$ cat src/rtl/xf_load_sequencer_if.sv
// Payload-stream and CP-bus signal bundle for xf_load_sequencer.
// loadError/errClear exist only when XF_RANGE_CHECK_EN is defined.
interface xf_load_sequencer_if;
  logic [31:0] inWord;
  logic        inValid;
  logic        inReady;
  logic [11:0] CPAddr;
  logic [31:0] CPWriteData;
  logic        CPWriteMatrix;
  logic        CPWriteReg;
  logic        busy;
`ifdef XF_RANGE_CHECK_EN
  logic        loadError;
  logic        errClear;

  modport master (
    input  inWord, inValid, errClear,
    output inReady, CPAddr, CPWriteData, CPWriteMatrix, CPWriteReg, busy, loadError
  );
  modport slave (
    output inWord, inValid, errClear,
    input  inReady, CPAddr, CPWriteData, CPWriteMatrix, CPWriteReg, busy, loadError
  );
`else
  modport master (
    input  inWord, inValid,
    output inReady, CPAddr, CPWriteData, CPWriteMatrix, CPWriteReg, busy
  );
  modport slave (
    output inWord, inValid,
    input  inReady, CPAddr, CPWriteData, CPWriteMatrix, CPWriteReg, busy
  );
`endif
endinterface

$ cat src/rtl/xf_load_sequencer.sv
// XF load sequencer: turns a LOAD_XF header + data stream into registered CP-bus writes.
// Optional XF_RANGE_CHECK_EN drops writes beyond the XF register window and flags loadError.
module xf_load_sequencer #(
  parameter int LEN_LSB   = 16,
  parameter int LEN_WIDTH = 4,
  parameter int REG_SPAN  = 256
) (
  input logic                  clk,
  input logic                  resetn,
  xf_load_sequencer_if.master  bus
);

  typedef enum logic [0:0] {
    IDLE = 1'b0,
    DATA = 1'b1
  } state_t;

  state_t               state;
  logic [15:0]          addr;
  logic [LEN_WIDTH-1:0] remaining;
  logic                 xferS;
  logic                 wrMatrixS;
  logic                 wrRegS;
  logic                 wrErrS;

`ifdef XF_RANGE_CHECK_EN
  localparam logic [16:0] REG_LIMIT = 17'h01000 + 17'(REG_SPAN);

  function automatic logic inXfWindow(input logic [15:0] a);
    return ({1'b0, a} < REG_LIMIT);
  endfunction
`else
  localparam int unusedRegSpan = REG_SPAN;
`endif

  // The block never back-pressures the parser.
  assign bus.inReady = 1'b1;
  assign xferS       = bus.inValid & bus.inReady;

  // Write decode for the data word being accepted this cycle.
  always_comb begin
    wrMatrixS = 1'b0;
    wrRegS    = 1'b0;
    wrErrS    = 1'b0;
    if ((state == DATA) && xferS) begin
`ifdef XF_RANGE_CHECK_EN
      if (inXfWindow(addr)) begin
        wrMatrixS = ~addr[12];
        wrRegS    = addr[12];
      end else begin
        wrErrS    = 1'b1;
      end
`else
      wrMatrixS = ~addr[12];
      wrRegS    = addr[12];
`endif
    end else begin
      wrMatrixS = 1'b0;
      wrRegS    = 1'b0;
      wrErrS    = 1'b0;
    end
  end

  // Header/data FSM with registered CP-bus outputs.
  always_ff @(posedge clk or negedge resetn) begin
    if (!resetn) begin
      state             <= IDLE;
      addr              <= 16'h0000;
      remaining         <= {LEN_WIDTH{1'b0}};
      bus.CPAddr        <= 12'h000;
      bus.CPWriteData   <= 32'h0000_0000;
      bus.CPWriteMatrix <= 1'b0;
      bus.CPWriteReg    <= 1'b0;
      bus.busy          <= 1'b0;
`ifdef XF_RANGE_CHECK_EN
      bus.loadError     <= 1'b0;
`endif
    end else begin
      bus.CPWriteMatrix <= wrMatrixS;
      bus.CPWriteReg    <= wrRegS;
      if (wrMatrixS || wrRegS) begin
        bus.CPAddr      <= addr[11:0];
        bus.CPWriteData <= bus.inWord;
      end
`ifdef XF_RANGE_CHECK_EN
      // A new error outranks a simultaneous clear.
      if (wrErrS) begin
        bus.loadError <= 1'b1;
      end else if (bus.errClear) begin
        bus.loadError <= 1'b0;
      end
`endif
      case (state)
        IDLE: begin
          if (xferS) begin
            addr      <= bus.inWord[15:0];
            remaining <= bus.inWord[LEN_LSB+LEN_WIDTH-1:LEN_LSB];
            state     <= DATA;
            bus.busy  <= 1'b1;
          end
        end
        DATA: begin
          if (xferS) begin
            if (remaining == {LEN_WIDTH{1'b0}}) begin
              state    <= IDLE;
              bus.busy <= 1'b0;
            end else begin
              remaining <= remaining - {{(LEN_WIDTH-1){1'b0}}, 1'b1};
              addr      <= addr + 16'd1;
            end
          end
        end
        default: begin
          state    <= IDLE;
          bus.busy <= 1'b0;
        end
      endcase
    end
  end

endmodule
$ cat src/flat_wrapper.sv
// flat-port wrapper written by rule: the top's interface ports become plain ports
module xf_load_sequencer_flat 
#(
  parameter int LEN_LSB   = 16,
  parameter int LEN_WIDTH = 4,
  parameter int REG_SPAN  = 256
)
  (clk, resetn, bus_inWord, bus_inValid, bus_inReady, bus_CPAddr, bus_CPWriteData, bus_CPWriteMatrix, bus_CPWriteReg, bus_busy);
  xf_load_sequencer_if bus_i ();
  input logic clk;
  input logic resetn;
  input wire logic [$bits(bus_i.inWord)-1:0] bus_inWord;
  input wire logic [$bits(bus_i.inValid)-1:0] bus_inValid;
  output wire logic [$bits(bus_i.inReady)-1:0] bus_inReady;
  output wire logic [$bits(bus_i.CPAddr)-1:0] bus_CPAddr;
  output wire logic [$bits(bus_i.CPWriteData)-1:0] bus_CPWriteData;
  output wire logic [$bits(bus_i.CPWriteMatrix)-1:0] bus_CPWriteMatrix;
  output wire logic [$bits(bus_i.CPWriteReg)-1:0] bus_CPWriteReg;
  output wire logic [$bits(bus_i.busy)-1:0] bus_busy;
  assign bus_i.inWord = bus_inWord;
  assign bus_i.inValid = bus_inValid;
  assign bus_inReady = bus_i.inReady;
  assign bus_CPAddr = bus_i.CPAddr;
  assign bus_CPWriteData = bus_i.CPWriteData;
  assign bus_CPWriteMatrix = bus_i.CPWriteMatrix;
  assign bus_CPWriteReg = bus_i.CPWriteReg;
  assign bus_busy = bus_i.busy;
  xf_load_sequencer #(.LEN_LSB(LEN_LSB), .LEN_WIDTH(LEN_WIDTH), .REG_SPAN(REG_SPAN)) u_core (.clk(clk), .resetn(resetn), .bus(bus_i));
endmodule
$ cat config.mk
export PLATFORM = sky130hd
export DESIGN_NAME = xf_load_sequencer_flat
export DESIGN_NICKNAME = d
export VERILOG_FILES = /design/src/rtl/xf_load_sequencer_if.sv /design/src/rtl/xf_load_sequencer.sv /design/src/flat_wrapper.sv
export SDC_FILE = /design/constraint.sdc
export NUM_CORES = 1
export LEC_CHECK = 0
export CAP_MARGIN = 20
export CORE_MARGIN = 2
export CORE_UTILIZATION = 50
export CTS_BUF_LIST = sky130_fd_sc_hd__clkbuf_4 sky130_fd_sc_hd__clkbuf_8 sky130_fd_sc_hd__clkbuf_16
export CTS_CLUSTER_DIAMETER = 40
export CTS_CLUSTER_SIZE = 16
export DETAILED_ROUTE_END_ITERATION = 10
export GPL_TIMING_DRIVEN = 0
export HOLD_SLACK_MARGIN = 0.05
export PLACE_DENSITY_LB_ADDON = 0.08
export REMOVE_ABC_BUFFERS = 1
export SLEW_MARGIN = 20
export SYNTH_ARGS = -nofsm -noshare
export SYNTH_HDL_FRONTEND = slang
export SYNTH_SLANG_ARGS = --single-unit
$ cat constraint.sdc
create_clock -name clk -period 2.7 [get_ports clk]
set_clock_uncertainty 0.1 [all_clocks]
set_input_delay 0.81 -clock clk [delete_from_list [all_inputs] [get_ports clk]]
set_output_delay 0.81 -clock clk [all_outputs]
set_load 0.05 [all_outputs]
# [Word level (Yosys, flattened, before mapping)]
# Index checks and enable logic that the tools add are counted.
[op_classes] n_addsub=2 eq_ne=4 mux=18 bitwise=2 reduce_logical=5
[op_table] operator="$mux W16" n=3
[op_table] operator="$pmux W16 S2" n=1
[op_table] operator="$add A16 B1 Y16 const B" n=1
[op_table] operator="$mux W4" n=3
[op_table] operator="$mux W1" n=8
[op_table] operator="$ne A2 B2 Y1 const B" n=4
[op_table] operator="$pmux W4 S2" n=1
[op_table] operator="$reduce_and A3 Y1" n=2
[op_table] operator="$logic_not A4 Y1" n=1
[op_table] operator="$pmux W1 S2" n=2
[op_table] operator="$sub A4 B1 Y4 const B" n=1
[op_table] operator="$not A1 Y1" n=2
[op_table] operator="$logic_and A1 B1 Y1" n=1
[op_table] operator="$logic_or A1 B1 Y1" n=1
[word_totals] register_bits=68 output_inout_bits=48

# [Depth between registers and ports, before layout]
# Gate-level depths: netlist of run 1.
[depth] ltp_word=4 ltp_mapped=8 depth_no_buf=6

# [Worst setup path after synthesis of run 1]
# No wires, ideal clock.
[synth_timing] path_kind="input to register" from="input port bus_inValid" to="register u_core.bus.CPAddr[0]" arrival_time_ns=1.681 required_time_ns=2.475 setup_slack_ns=0.794 cell_stages=4 path_buffers=2 cell_sequence="buf_2 -> nand2_2 -> buf_2 -> mux2_2"
[synth_via] elab_chain_len=3
[synth_rtl] item="from (decl)" line="flat_wrapper.sv:13" text="input wire logic [$bits(bus_i.inValid)-1:0] bus_inValid;"
[synth_rtl] item="$logic_and A1 B1 Y1 (*)" line="xf_load_sequencer.sv:45" text="if ((state == DATA) && xferS) begin"
[synth_rtl] item="$mux W1" line="xf_load_sequencer.sv:45"
[synth_rtl] item="$logic_or A1 B1 Y1 (*)" line="xf_load_sequencer.sv:81" text="if (wrMatrixS || wrRegS) begin"
[synth_rtl] item="to (signal assigned)" line="xf_load_sequencer.sv:82" text="bus.CPAddr <= addr[11:0];"
[synth_rtl] item="to (decl)" line="xf_load_sequencer_if.sv:27" text="output inReady, CPAddr, CPWriteData, CPWriteMatrix, CPWriteReg, busy"
# Every way passes the cells marked *; elsewhere a longest branch is shown, timed or not.
# A chain may end at the register's enable or synchronous reset.

# [Final worst setup path of run 1]
[layout_timing] from="input port bus_inValid" to="register u_core.addr[10]"
[layout_via] elab_chain_len=2
[layout_rtl] item="$ne A2 B2 Y1 (no source line)"
[layout_rtl] item="$reduce_and A3 Y1 (no source line) (*)"
[layout_rtl] item="to (signal assigned)" line="xf_load_sequencer.sv:96" text="addr <= bus.inWord[15:0];"
[layout_rtl] item="to (signal assigned)" line="xf_load_sequencer.sv:109" text="addr <= addr + 16'd1;"
[layout_rtl] item="to (decl)" line="xf_load_sequencer.sv:19" text="logic [15:0] addr;"
# Marks and branches as above.

==> results of run 1 <==
per-stage QoR:
step / cell area (sq um) / hold WS [ns]
after floorplan: 2764 / 0.3557
after detailed placement: 3682 / 0.3700
after global placement: 3665 / 0.3620
after global routing: 3846 / 0.3342
after CTS: 3841 / 0.3173
final: 3846 / 0.3066
flip-flops by register name (all words and copies together) (netlist names):
name                      cells
u_core.addr                  13
u_core.bus.CPAddr            12
u_core.bus.CPWriteData       32
u_core.bus.CPWriteMatrix      1
u_core.bus.CPWriteReg         1
u_core.bus.busy               1
u_core.remaining              4
u_core.state                  1
cells by family after synthesis:
| logic type | share of synthesized area [%] |
|---|---|
| adders and majority gates | 0.8840 |
| DFF | 57.47 |
| other | 0.1325 |
| muxes | 18.17 |
| xor gates and xnor gates | 0.3095 |
| and+or+nand+nor | 10.74 |
| AOI/OAI and AO/OA | 9.152 |
| buffers and inverters | 3.139 |
area by class of cell:
cell class	count	area share (%)
multi-input cells	142	29.12
flip-flops and latches	65	42.29
well taps	72	2.342
clock inverters	1	0.1301
clock buffers	13	4.001
inverters	6	0.5856
repair buffers	82	21.54
critical path, stage by stage:
cell and delay (ns):
clkdlybuf4s50_1 0.74, and2_0 0.69, and4_1 0.29, nor3_1 0.05
cells in the final DEF, fill, tap and decap left out, types with 2 or more instances in the layout:
cell,instances
clkdlybuf4s50_1,80
dfrtp_1,65
mux2_2,43
nand2_1,14
o21ai_0,12
clkbuf_8,9
nor3_1,7
inv_1,6
nor2_1,6
nand3_1,6
a21oi_1,6
o22ai_1,5
clkbuf_4,4
nand4_1,3
a22oi_1,3
mux2i_1,3
nor4_1,3
nand3_2,2
o211ai_1,2
and4_1,2
ha_1,2
power by group:
group	internal [uW]	total, uW	switching [uW]
sequential	1310	1610	294
clock	363	690	327
combinational	798	2000	1200
total	2470	4290	1820
how the worst max path moves through the flow:
stage,slack [ns],endpoint,depth (start not counted)
after floorplan,0.72,u_core.bus.CPAddr[0]$_DFFE_PN0P_,2
after global placement,-1.49,u_core.bus.CPWriteData[17]$_DFFE_PN0P_,1
after detailed placement,-0.34,u_core.bus.CPWriteData[24]$_DFFE_PN0P_,3
after CTS,0.008,u_core.bus.CPWriteData[25]$_DFFE_PN0P_,3
after global routing,0.11,u_core.remaining[3]$_DFFE_PN0P_,4
final,0.22,u_core.addr[10]$_DFFE_PN0P_,4
routing by layer:
metal | wire, um | up-vias | track usage, %
li1 | - | 986 | -
met1 | 2709 | 1017 | 27.33
met2 | 2575 | 58 | 29.58
met3 | 323 | 9 | 6.591
met4 | 81 | 0 | 6.724
met5 | 0 | - | 0
==> flow_metrics.env, run 1 <==
export IMPL_status="finished clean"
export IMPL_area_delta_synth_final_pct=35.90
export IMPL_firstDrtPassIters=4
export IMPL_num_rows=27
export IMPL_synth_edff_count=0
export IMPL_yosys_cell_count_top_type="dfrtp_1"
export IMPL_avgSynthCellArea_sq_um=12.52
export IMPL_finalHoldViolations=0
export IMPL_ff_latch_area_sq_um=1627
export IMPL_synth_seq_area_share_pct=57.47
export IMPL_synth_top_area_share_pct=57.47
export IMPL_hold_path_class="in -> async"
export IMPL_powerDensity_nw_per_um2=1116
export IMPL_fmax_mhz=402.9
export IMPL_crit_path_max_fanout=15
export IMPL_coreArea_sq_um=5473
export IMPL_p_total_uw=4293
export IMPL_grt_use_total_pct=19.82
export IMPL_grt_pass1_vias=1960
export IMPL_dieArea_sq_um=6278
export IMPL_die_x_um=79.24
export IMPL_setup_worst_path_start_class="primary input"
export IMPL_synth_top_flop_cell="dfrtp_1"
export IMPL_ys_top_cells_by_area="dfrtp_1, mux2_2, o21ai_0"
export IMPL_fin_cells=381
export IMPL_cts_htree_levels=3
export IMPL_placed_cells=367
export IMPL_rr_startpoint="u_core.state$_DFF_PN0_"
export IMPL_yosysWarnings=0
export IMPL_ctsHoldBuffers=0
export IMPL_antenna_left=0
export IMPL_reg2reg_to="u_core.addr[12]$_DFFE_PN0P_"
export IMPL_post_cts_setup_buffers=0
export IMPL_wirelength_um=5690
export IMPL_clock_path_buffers=2
export IMPL_clk_latency_ns=0.33
export IMPL_routedWlPerCell_um=14.93
export IMPL_min_period_ns=2.482
export IMPL_fin_crit_sh_pct=91.92
export IMPL_final_layout_size_suffix_gt1_share_pct=21.36
export IMPL_slew_limit_headroom_pct=48.73
export IMPL_netlist_area_sq_um=2830
export IMPL_arrival_ns=2.59
export IMPL_synth_seq_cells=65
export IMPL_leakage_uw=0.001591
export IMPL_end_kind="flop"
export IMPL_grt_setup_unrepaired="false"
export IMPL_ys_types=44
export IMPL_io_pins=83
export IMPL_preCtsSetupSlack_ns=-0.3361
export IMPL_final_net_count=343
export IMPL_rr_worst_depth=4
export IMPL_grt_remaining_overflow=0
export IMPL_tns_ns=0
export IMPL_drc=0
export IMPL_cts_tree="yes"
export IMPL_grt_max_degree=47
export IMPL_root_buffer="clkbuf_8"
export IMPL_max_cap_violations=0
export IMPL_drv_slew=0
export IMPL_rrSetupSlack_ns=0.48
export IMPL_detail_route_vias_per_cell=5.433
export IMPL_cp_required_ns=2.81
export IMPL_criticalPathCategory="in -> reg"
export IMPL_n_fill_cell=421
export IMPL_syn_inst=226
export IMPL_dp_hpwl_um=3912
export IMPL_io_buffers=81
export IMPL_antenna_cells=0
export IMPL_synthTopCellsByCount="dfrtp_1, mux2_2, nand2_1, o21ai_0, buf_2"
export IMPL_start_util_pct=51.71
export IMPL_ir_drop_v=0.0006054
export IMPL_clk_pin_slew_ns=0.06
export IMPL_cts_sinks=65
export IMPL_grt_first_pass_wirelength_um=9487
export IMPL_synth_top_area_cell="dfrtp_1"
export IMPL_cts_resized=0
export IMPL_utilization_pct=70.28
export IMPL_dieHeight_um=79.24
export IMPL_finalSetupViolations=0
export IMPL_drtIter0Drc=88
export IMPL_startpoint="bus_inValid"
export IMPL_vias=2070
export IMPL_multi_input_area_sq_um=1120
export IMPL_place_gp_congestion=0.8344
export IMPL_ys_async_sr_fraction_pct=100.0
export IMPL_worst_slew_pin_transition_ns=0.7685
export IMPL_cts_buffers=9
export IMPL_antenna_found_initial=0
export IMPL_finalWorstSetupSlack_ns=0.2182
Note: power is estimated with default switching activity, not from simulation.
==> inputs of run 2 (changes only) <==
CORE_MARGIN = 10   (was 2)
==> run 2 against run 1 <==
  * Die area grew 44%
  * Highest routed layer unchanged
  * Maximum frequency is 0.78% higher
  * Critical path type unchanged
  * Clock power increased by 16%
  * Critical endpoint is now u_core.addr[12]$_DFFE_PN0P_
==> flow_metrics.env, run 2 (synthesis results as in run 1) <==
export IMPL_layout_commonest_cell="clkdlybuf4s50_1"
export IMPL_grt_setup_unrepaired="false"
export IMPL_final_net_count=343
export IMPL_clk_pin_slew_ns=0.07
export IMPL_rr_worst_depth=4
export IMPL_grt_remaining_overflow=0
export IMPL_drv_slew=0
export IMPL_wl_met1_um=2726
export IMPL_end_kind="flop"
export IMPL_fin_crit_sh_pct=91.20
export IMPL_cts_buffers=9
export IMPL_ff_latch_area_sq_um=1627
export IMPL_cts_sinks=65
export IMPL_fin_cells=383
export IMPL_grt_max_degree=47
export IMPL_finalInstanceArea_sq_um=3884
export IMPL_placed_cells=367
export IMPL_arrival_ns=2.58
export IMPL_grt_first_pass_wirelength_um=10620
export IMPL_dieHeight_um=95.24
export IMPL_fmax_mhz=406.1
export IMPL_grt_pass1_vias=2147
export IMPL_num_rows=27
export IMPL_final_cell_mix="clkdlybuf4s50_1, dfrtp_1, mux2_2"
export IMPL_die_x_um=95.24
export IMPL_max_cap_violations=0
export IMPL_routed_wl_met3_um=565
export IMPL_cp_required_ns=2.82
export IMPL_dpl_cell_area_sq_um=3682
export IMPL_largest_register_ffs=32
export IMPL_routedWlPerCell_um=16.66
export IMPL_antenna_left=0
export IMPL_vias=2043
export IMPL_cts_tree="yes"
export IMPL_wirelength_um=6380
export IMPL_root_buffer="clkbuf_8"
export IMPL_io_buffers=81
export IMPL_area_delta_synth_final_pct=37.22
export IMPL_multi_input_area_sq_um=1120
export IMPL_top_register="u_core.bus.CPWriteData"
export IMPL_n_fill_cell=404
export IMPL_cts_htree_levels=3
export IMPL_coreArea_sq_um=5507
export IMPL_detail_route_vias_per_cell=5.334
export IMPL_io_pins=83
export IMPL_worst_slew_pin_transition_ns=0.7732
export IMPL_wl_met2_um=2969
export IMPL_final_layout_size_suffix_gt1_share_pct=21.86
export IMPL_hold_path_class="in -> async"
export IMPL_status="finished clean"
export IMPL_firstDrtPassIters=4
export IMPL_min_period_ns=2.463
export IMPL_ctsHoldBuffers=0
export IMPL_top_layer_used="met4"
export IMPL_ir_drop_v=0.0006685
export IMPL_reg_top3="u_core.bus.CPWriteData x32, u_core.addr x13, u_core.bus.CPAddr x12"
export IMPL_grt_use_total_pct=14.87
export IMPL_setup_worst_path_start_class="primary input"
export IMPL_clk_latency_ns=0.34
export IMPL_crit_path_max_fanout=15
export IMPL_dp_hpwl_um=4595
export IMPL_place_gp_congestion=0.8114
export IMPL_slew_limit_headroom_pct=48.42
export IMPL_finalHoldViolations=0
export IMPL_clock_path_buffers=2
export IMPL_antenna_cells=0
export IMPL_antenna_found_initial=0
export IMPL_finalSetupViolations=0
export IMPL_criticalPathCategory="in -> reg"
export IMPL_leakage_uw=0.001609
export IMPL_powerDensity_nw_per_um2=1136
export IMPL_start_util_pct=51.40
export IMPL_dieArea_sq_um=9070
export IMPL_drtIter0Drc=58
export IMPL_drc=0
## run 2: worst paths after layout
path                                             startpoint                                     to  slack [ns]
min                                                  resetn  u_core.bus.CPWriteData[6]$_DFFE_PN0P_        0.29
min in group clk           u_core.bus.CPAddr[6]$_DFFE_PN0P_       u_core.bus.CPAddr[6]$_DFFE_PN0P_        0.38
max reg2reg                          u_core.state$_DFF_PN0_            u_core.addr[12]$_DFFE_PN0P_        0.51
max in group asynchronous                            resetn             u_core.addr[9]$_DFFE_PN0P_        1.69
max                                             bus_inValid            u_core.addr[12]$_DFFE_PN0P_        0.24
min reg2reg                u_core.bus.CPAddr[6]$_DFFE_PN0P_       u_core.bus.CPAddr[6]$_DFFE_PN0P_        0.38
## run 2: worst max-delay path: stages
cell             delay, ns
clkdlybuf4s50_1       0.73
and2_0                0.69
and4_1                0.29
nor3_1                0.05
## run 2: what timing repair did
action                     in CTS  in global routing
setup endpoints to repair       0                 43
resized for setup               0                  1
setup buffers                   0                  0
## run 2: cell type report
| class | instances | area share [%] |
|---|---|---|
| clock buffer | 14 | 4.800 |
| clock inverter | 2 | 0.2577 |
| inverter | 6 | 0.5799 |
| multi-input combinational | 142 | 28.83 |
| sequential | 65 | 41.88 |
| tap | 72 | 2.320 |
| timing repair buffer | 82 | 21.33 |
## run 2: per-layer routing
| metal | up-vias | GRT usage [%] |
|---|---|---|
| li1 | 975 | - |
| met1 | 1000 | 18.05 |
| met2 | 55 | 23.30 |
| met3 | 13 | 5.263 |
| met4 | 0 | 6.733 |
| met5 | - | 0 |
## run 2: per-stage QoR
stage                     utilization, %  hold WS (ns)  power, uW  setup TNS, ns  worst slack, ns
after floorplan                        -        0.3557       2944              0           0.7186
after detailed placement           66.87        0.3745       3652         -14.23          -0.3341
after global routing               70.53        0.3243       4660              0           0.1686
final                              70.53        0.2942       4410              0           0.2375
after CTS                          70.44        0.3035       4453              0          0.03373
after global placement             66.55        0.3624       3609        -111.26           -1.501
## run 2: power by group
part,internal (uW),switching [uW],total [uW]
logic,799,1210,2010
registers,1310,291,1600
clock network,441,357,798
total,2550,1860,4410
